## config.mk

```make
export PLATFORM = sky130hd
export DESIGN_NAME = add_seq_ctrl
export DESIGN_NICKNAME = d
export VERILOG_FILES = /design/src/rtl/add_seq_ctrl.sv
export SDC_FILE = /design/constraint.sdc
export NUM_CORES = 1
export LEC_CHECK = 0
export ABC_AREA = 1
export CAP_MARGIN = 40
export CORE_MARGIN = 3
export CORE_UTILIZATION = 48
export CTS_CLUSTER_SIZE = 28
export DETAILED_ROUTE_END_ITERATION = 12
export GPL_TIMING_DRIVEN = 0
export MAX_ROUTING_LAYER = met4
export PLACE_DENSITY = 0.83
export SLEW_MARGIN = 10
export SYNTH_ARGS = -nofsm -noshare
export SYNTH_HDL_FRONTEND = slang
export SYNTH_SLANG_ARGS = --single-unit
export TNS_END_PERCENT = 100
```

## constraint.sdc

```tcl
create_clock -name clk -period 2.05 [get_ports clk]
set_input_delay 0.205 -clock clk [delete_from_list [all_inputs] [get_ports clk]]
set_output_delay 0.205 -clock clk [all_outputs]
set_load 0.02 [all_outputs]
```

## src/rtl/add_seq_ctrl.sv

```systemverilog
// ---------------------------------------------------------------------------
// add_seq_ctrl
//   Sequences a 16*NWORDS-bit add/subtract through an external 16-bit adder,
//   one 16-bit word per clock, least significant word first. The carry out of
//   each word is registered and fed back as the carry-in of the next word.
//   Subtraction is done as A + ~B + 1: B is inverted at capture and the first
//   word gets carry-in = 1.
//
//   NWORDS : operand length in 16-bit words, legal range 1..4.
//
//   Optional feature macro: ADD_SEQ_OVF_EN
//     defined   -> OVF is the registered signed-overflow flag of the result.
//     undefined -> OVF is tied to 0 and no overflow logic is built.
// ---------------------------------------------------------------------------
module add_seq_ctrl #(
  parameter int NWORDS = 2
) (
  input  logic                   clk,
  input  logic                   rst_n,
  input  logic                   start,
  input  logic                   sub,
  input  logic [16*NWORDS-1:0]   A,
  input  logic [16*NWORDS-1:0]   B,
  output logic [15:0]            add_a,
  output logic [15:0]            add_b,
  output logic                   add_cin,
  input  logic [15:0]            add_s,
  input  logic                   add_cout,
  output logic                   busy,
  output logic                   done,
  output logic [16*NWORDS-1:0]   S,
  output logic                   Cout,
  output logic                   OVF
);

  // Word index width; at least one bit so NWORDS=1 still has a legal vector.
  localparam int KW = (NWORDS > 1) ? $clog2(NWORDS) : 1;

  typedef enum logic [1:0] {
    IDLE = 2'd0,
    RUN  = 2'd1,
    DONE = 2'd2
  } state_e;

  state_e                  state_q, state_d;
  logic [KW-1:0]           k_q, k_d;
  logic [NWORDS-1:0][15:0] a_q, a_d;
  logic [NWORDS-1:0][15:0] b_q, b_d;      // effective B (already inverted for sub)
  logic [NWORDS-1:0][15:0] s_q, s_d;
  logic                    sub_q, sub_d;
  logic                    carry_q, carry_d;
  logic                    cout_q, cout_d;

  logic [15:0]             word_a;
  logic [15:0]             word_b;
  logic                    last_word;

  assign last_word = (k_q == KW'(NWORDS - 1));

  // Select the captured operand words addressed by the word index.
  // NOTE: every combinational output gets a default before any branch, so no
  // path leaves it unassigned and no latch is inferred.
  always_comb begin
    word_a = '0;
    word_b = '0;
    for (int i = 0; i < NWORDS; i++) begin
      if (k_q == KW'(i)) begin
        word_a = a_q[i];
        word_b = b_q[i];
      end
    end
  end

`ifdef ADD_SEQ_OVF_EN
  logic ovf_q, ovf_d;
`endif

  // Next-state, datapath update and adder drive.
  always_comb begin
    state_d = state_q;
    k_d     = k_q;
    a_d     = a_q;
    b_d     = b_q;
    s_d     = s_q;
    sub_d   = sub_q;
    carry_d = carry_q;
    cout_d  = cout_q;
`ifdef ADD_SEQ_OVF_EN
    ovf_d   = ovf_q;
`endif
    add_a   = '0;
    add_b   = '0;
    add_cin = 1'b0;

    unique case (state_q)
      IDLE: begin
        if (start) begin
          state_d = RUN;
          k_d     = '0;
          a_d     = A;
          b_d     = sub ? ~B : B;
          sub_d   = sub;
        end
      end

      RUN: begin
        add_a   = word_a;
        add_b   = word_b;
        // The subtract "+1" enters as the carry-in of the first word only.
        add_cin = (k_q == '0) ? sub_q : carry_q;

        for (int i = 0; i < NWORDS; i++) begin
          if (k_q == KW'(i)) s_d[i] = add_s;
        end
        carry_d = add_cout;

        if (last_word) begin
          cout_d  = add_cout;
`ifdef ADD_SEQ_OVF_EN
          // Like-signed operands whose result sign differs have overflowed.
          ovf_d   = (a_q[NWORDS-1][15] == b_q[NWORDS-1][15]) &&
                    (add_s[15] != a_q[NWORDS-1][15]);
`endif
          k_d     = '0;
          state_d = DONE;
        end else begin
          k_d     = k_q + KW'(1);
        end
      end

      DONE: begin
        // start is deliberately not looked at here.
        state_d = IDLE;
      end

      default: state_d = IDLE;
    endcase
  end

  // State and datapath registers.
  // NOTE: sequential state uses non-blocking assignments so every register
  // samples pre-edge values regardless of statement order.
  // NOTE: operand and result registers are reset too; the block is small and
  // this keeps every output defined immediately after reset.
  always_ff @(posedge clk or negedge rst_n) begin
    if (!rst_n) begin
      state_q <= IDLE;
      k_q     <= '0;
      a_q     <= '0;
      b_q     <= '0;
      s_q     <= '0;
      sub_q   <= 1'b0;
      carry_q <= 1'b0;
      cout_q  <= 1'b0;
    end else begin
      state_q <= state_d;
      k_q     <= k_d;
      a_q     <= a_d;
      b_q     <= b_d;
      s_q     <= s_d;
      sub_q   <= sub_d;
      carry_q <= carry_d;
      cout_q  <= cout_d;
    end
  end

`ifdef ADD_SEQ_OVF_EN
  // Overflow flag, registered alongside the top result word.
  always_ff @(posedge clk or negedge rst_n) begin
    if (!rst_n) begin
      ovf_q <= 1'b0;
    end else begin
      ovf_q <= ovf_d;
    end
  end

  assign OVF = ovf_q;
`else
  assign OVF = 1'b0;
`endif

  assign busy = (state_q != IDLE);
  assign done = (state_q == DONE);
  assign S    = s_q;
  assign Cout = cout_q;

endmodule

```

==> results.cfg <==
[synthesis]
synthCells = 684
synth_nets = 769
synth_area_mm2 = 0.00484
avgSynthCellArea_um2 = 7.07
yosysTopAreaCellShare = 0.528
ys_types = 13
synth_top_area_cell = dfrtp_1
ys_seq_area_frac = 0.528
synthTopCellsByArea = dfrtp_1 53%, nand2_1 36%, nand3_1 3.4%
ys_warn_count = 0
synth_seq_cells = 102

[layout]
area_growth_pct = 37.9
fin_nets = 936
final_core_util = 0.682
drive_gt1_frac = 0.104
antennaDiodeCount = 0

[routing]
wl_per_cell_um = 13.6
avgViaCountPerCell = 4.85
drtAntennaViolNets = 0
drt-total-wl_mm = 13.5
first_iter_violations = 249
dr_total_vias = 4797
post-route-drc-count = 0
dr.pass1.iters = 5

[global_route]
grt_max_degree = 55
grt.total_usage = 0.251
grt_pass1_vias = 4688
overflow = 0
grt_pass1_wl_mm = 21.9
grt_antenna_before_repair = 0

[placed_design]
portBuffers = 150
pre_cts_slack_ns = -0.0596
gp_congestion = 0.864
place_hpwl_mm = 9.92

[power_and_ir_drop]
p_comb_frac = 0.498
p_int_mw = 5.45
p_leak_nw = 3.78
ir_worst_vdd_mv = 0.653
clkPwrFrac = 0.139
p_per_area_mw_per_mm2 = 1460
seqPwrFrac = 0.363
p_sw_mw = 4.29
p_sw_frac = 0.440
power_mw = 9.74

[sta]
worst_pin_slew_ns = 0.628
rsz0062_at_grt = no
finalWorstSetupSlack_ns = 0.118
hold-worst-slack_ns = 0.187
fin_crit_ns = 1.93
finClkSkew_ns = 0.00976
drv_slew = 0
slew_headroom = 0.581
fin_crit_sh = 0.943
max_freq_ghz = 0.518
setup_violations = 0
finalHoldViolCount = 0

[worst_setup_path]
critPathRequiredTime_ns = 1.85
cpPeakStageDelay_ns = 0.40
cp_top_family = buffers and inverters
worst-path-buf-inv = 3
crit_top_cell = nand2_1
path_class = flip-flop to primary output
arrival_ns = 1.73
end_kind = primary output
cp_max_fo = 5
crit_chain = inv_2, nand2_2, nor2_4, buf_6, nand2_1, nand2_1, dlygate4sd2_1
crit_slowest_cell = dfrtp_1
startpoint_type = flip-flop

[clocking]
cts_root_buf = clkbuf_8
clock_path_buffers = 2
clk_latency_ns = 0.38
cts_tree = done
cts_buffers = 9
h-tree-depth = 3
clock-sinks = 102
cts.clk_slew.worst_paths_ns = 0.10

[outcome]
status = complete, no violations

[floorplanning]
rows = 36
die_x_um = 106
dieArea_mm2 = 0.0113
die_h_um = 106
initial_utilization = 0.495
core_mm2 = 0.00977
io_pins = 154

[hold_path]
hp-class = input pin to flip-flop

[flow_run]
max_cap_viol_count = 0
-- cells by family (layout without fill, tap and decap cells) --
family / after synthesis / count (layout) / synth area share
compound gates: 1 / 1 / 0.00103
buf+inv: 74 / 246 / 0.0670
flops: 102 / 102 / 0.528
other cells: 1 / 1 / 0.000775
simple gates: 506 / 506 / 0.404
-- worst min-delay path, cell delays in order --
cell     delay [ns]
buf_2          0.16
nand3_1        0.10
nand2_1        0.06
-- timing repair --
item                       CTS  global route
setup endpoints to repair   33            33
pin swaps                    0             1
hold endpoints to repair    48             0
buffers inserted             1             3
resized for setup           73            53
hold buffers                 1             0
-- synthesized netlist by cell type --
cell / n
nand3_1: 33
buf_2: 22
nor2_2: 3
nand2_1: 465
buf_6: 1
buf_4: 3
o21ai_0: 1
clkbuf_1: 11
conb_1: 1
inv_1: 37
nand2_2: 2
dfrtp_1: 102
nor2_1: 3
-- cells in the final DEF, fill, tap and decap left out, types with 2 or more instances in the layout --
| cell | count |
|---|---|
| clkbuf_1 | 11 |
| nor2_4 | 2 |
| nor2_1 | 3 |
| inv_8 | 3 |
| clkbuf_2 | 21 |
| buf_4 | 11 |
| nand2_1 | 464 |
| nand3_1 | 33 |
| inv_1 | 36 |
| dfrtp_1 | 100 |
| buf_2 | 26 |
| clkbuf_8 | 9 |
| buf_6 | 5 |
| clkdlybuf4s50_1 | 116 |
| nand2_2 | 3 |
| dfrtp_2 | 2 |
-- state kept, by name, indices dropped and copies added, names as in the netlist --
name,flops
Cout,1
S,32
a_q,32
b_q,32
carry_q,1
k_q,1
state_q,2
sub_q,1
-- path summary, 6_finish.rpt --
check	from	endpoint	slack [ns]	depth (start not counted)
max	state_q[1]$_DFFE_PN0P_	add_b[13]	0.12	7
min	start	sub_q$_DFFE_PN0P_	0.19	3
max reg2reg	state_q[1]$_DFFE_PN0P_	a_q[30]$_DFFE_PN0P_	0.34	7
min reg2reg	a_q[5]$_DFFE_PN0P_	a_q[5]$_DFFE_PN0P_	0.48	2
max in group asynchronous	rst_n	b_q[19]$_DFFE_PN0P_	0.99	3
min in group asynchronous	rst_n	S[31]$_DFFE_PN0P_	0.38	2
-- cell type report --
cell class / instances / area (um^2)
sequential: 102 / 2550
timing repair buffer: 156 / 1410
multi-input combinational: 508 / 1970
clock buffer: 9 / 124
inverter: 37 / 139
tap: 133 / 166
buffer: 37 / 218
fill: 869 / 3100
clock inverter: 7 / 88.8
-- through the flow --
stage | TNS [ns] | cell area (um^2) | std cells
floorplan | 0 | 4840 | 684
global placement | -292.86 | 6510 | 967
detailed placement | -0.740 | 6530 | 968
CTS | 0 | 6780 | 986
global route | 0 | 6670 | 989
finish | 0 | 6670 | 989
-- power groups by stage --
stage	Sequential (mW)	Clock, mW	Combinational, mW
floorplan	3.82	0	2.45
CTS	3.52	1.38	4.94
global placement	3.51	0	4.85
finish	3.54	1.36	4.85
global route	3.65	1.47	5.34
detailed placement	3.55	0	5.00
-- per-layer routing --
layer | GRT usage | vias to the layer above | share of wire
met5 | - | - | 0
met4 | 0.0870 | 0 | 0.016
met3 | 0.0425 | 21 | 0.061
met2 | 0.420 | 184 | 0.50
met1 | 0.311 | 2225 | 0.42
li1 | - | 2367 | -
No activity file was read; power rests on OpenSTA's default activity.
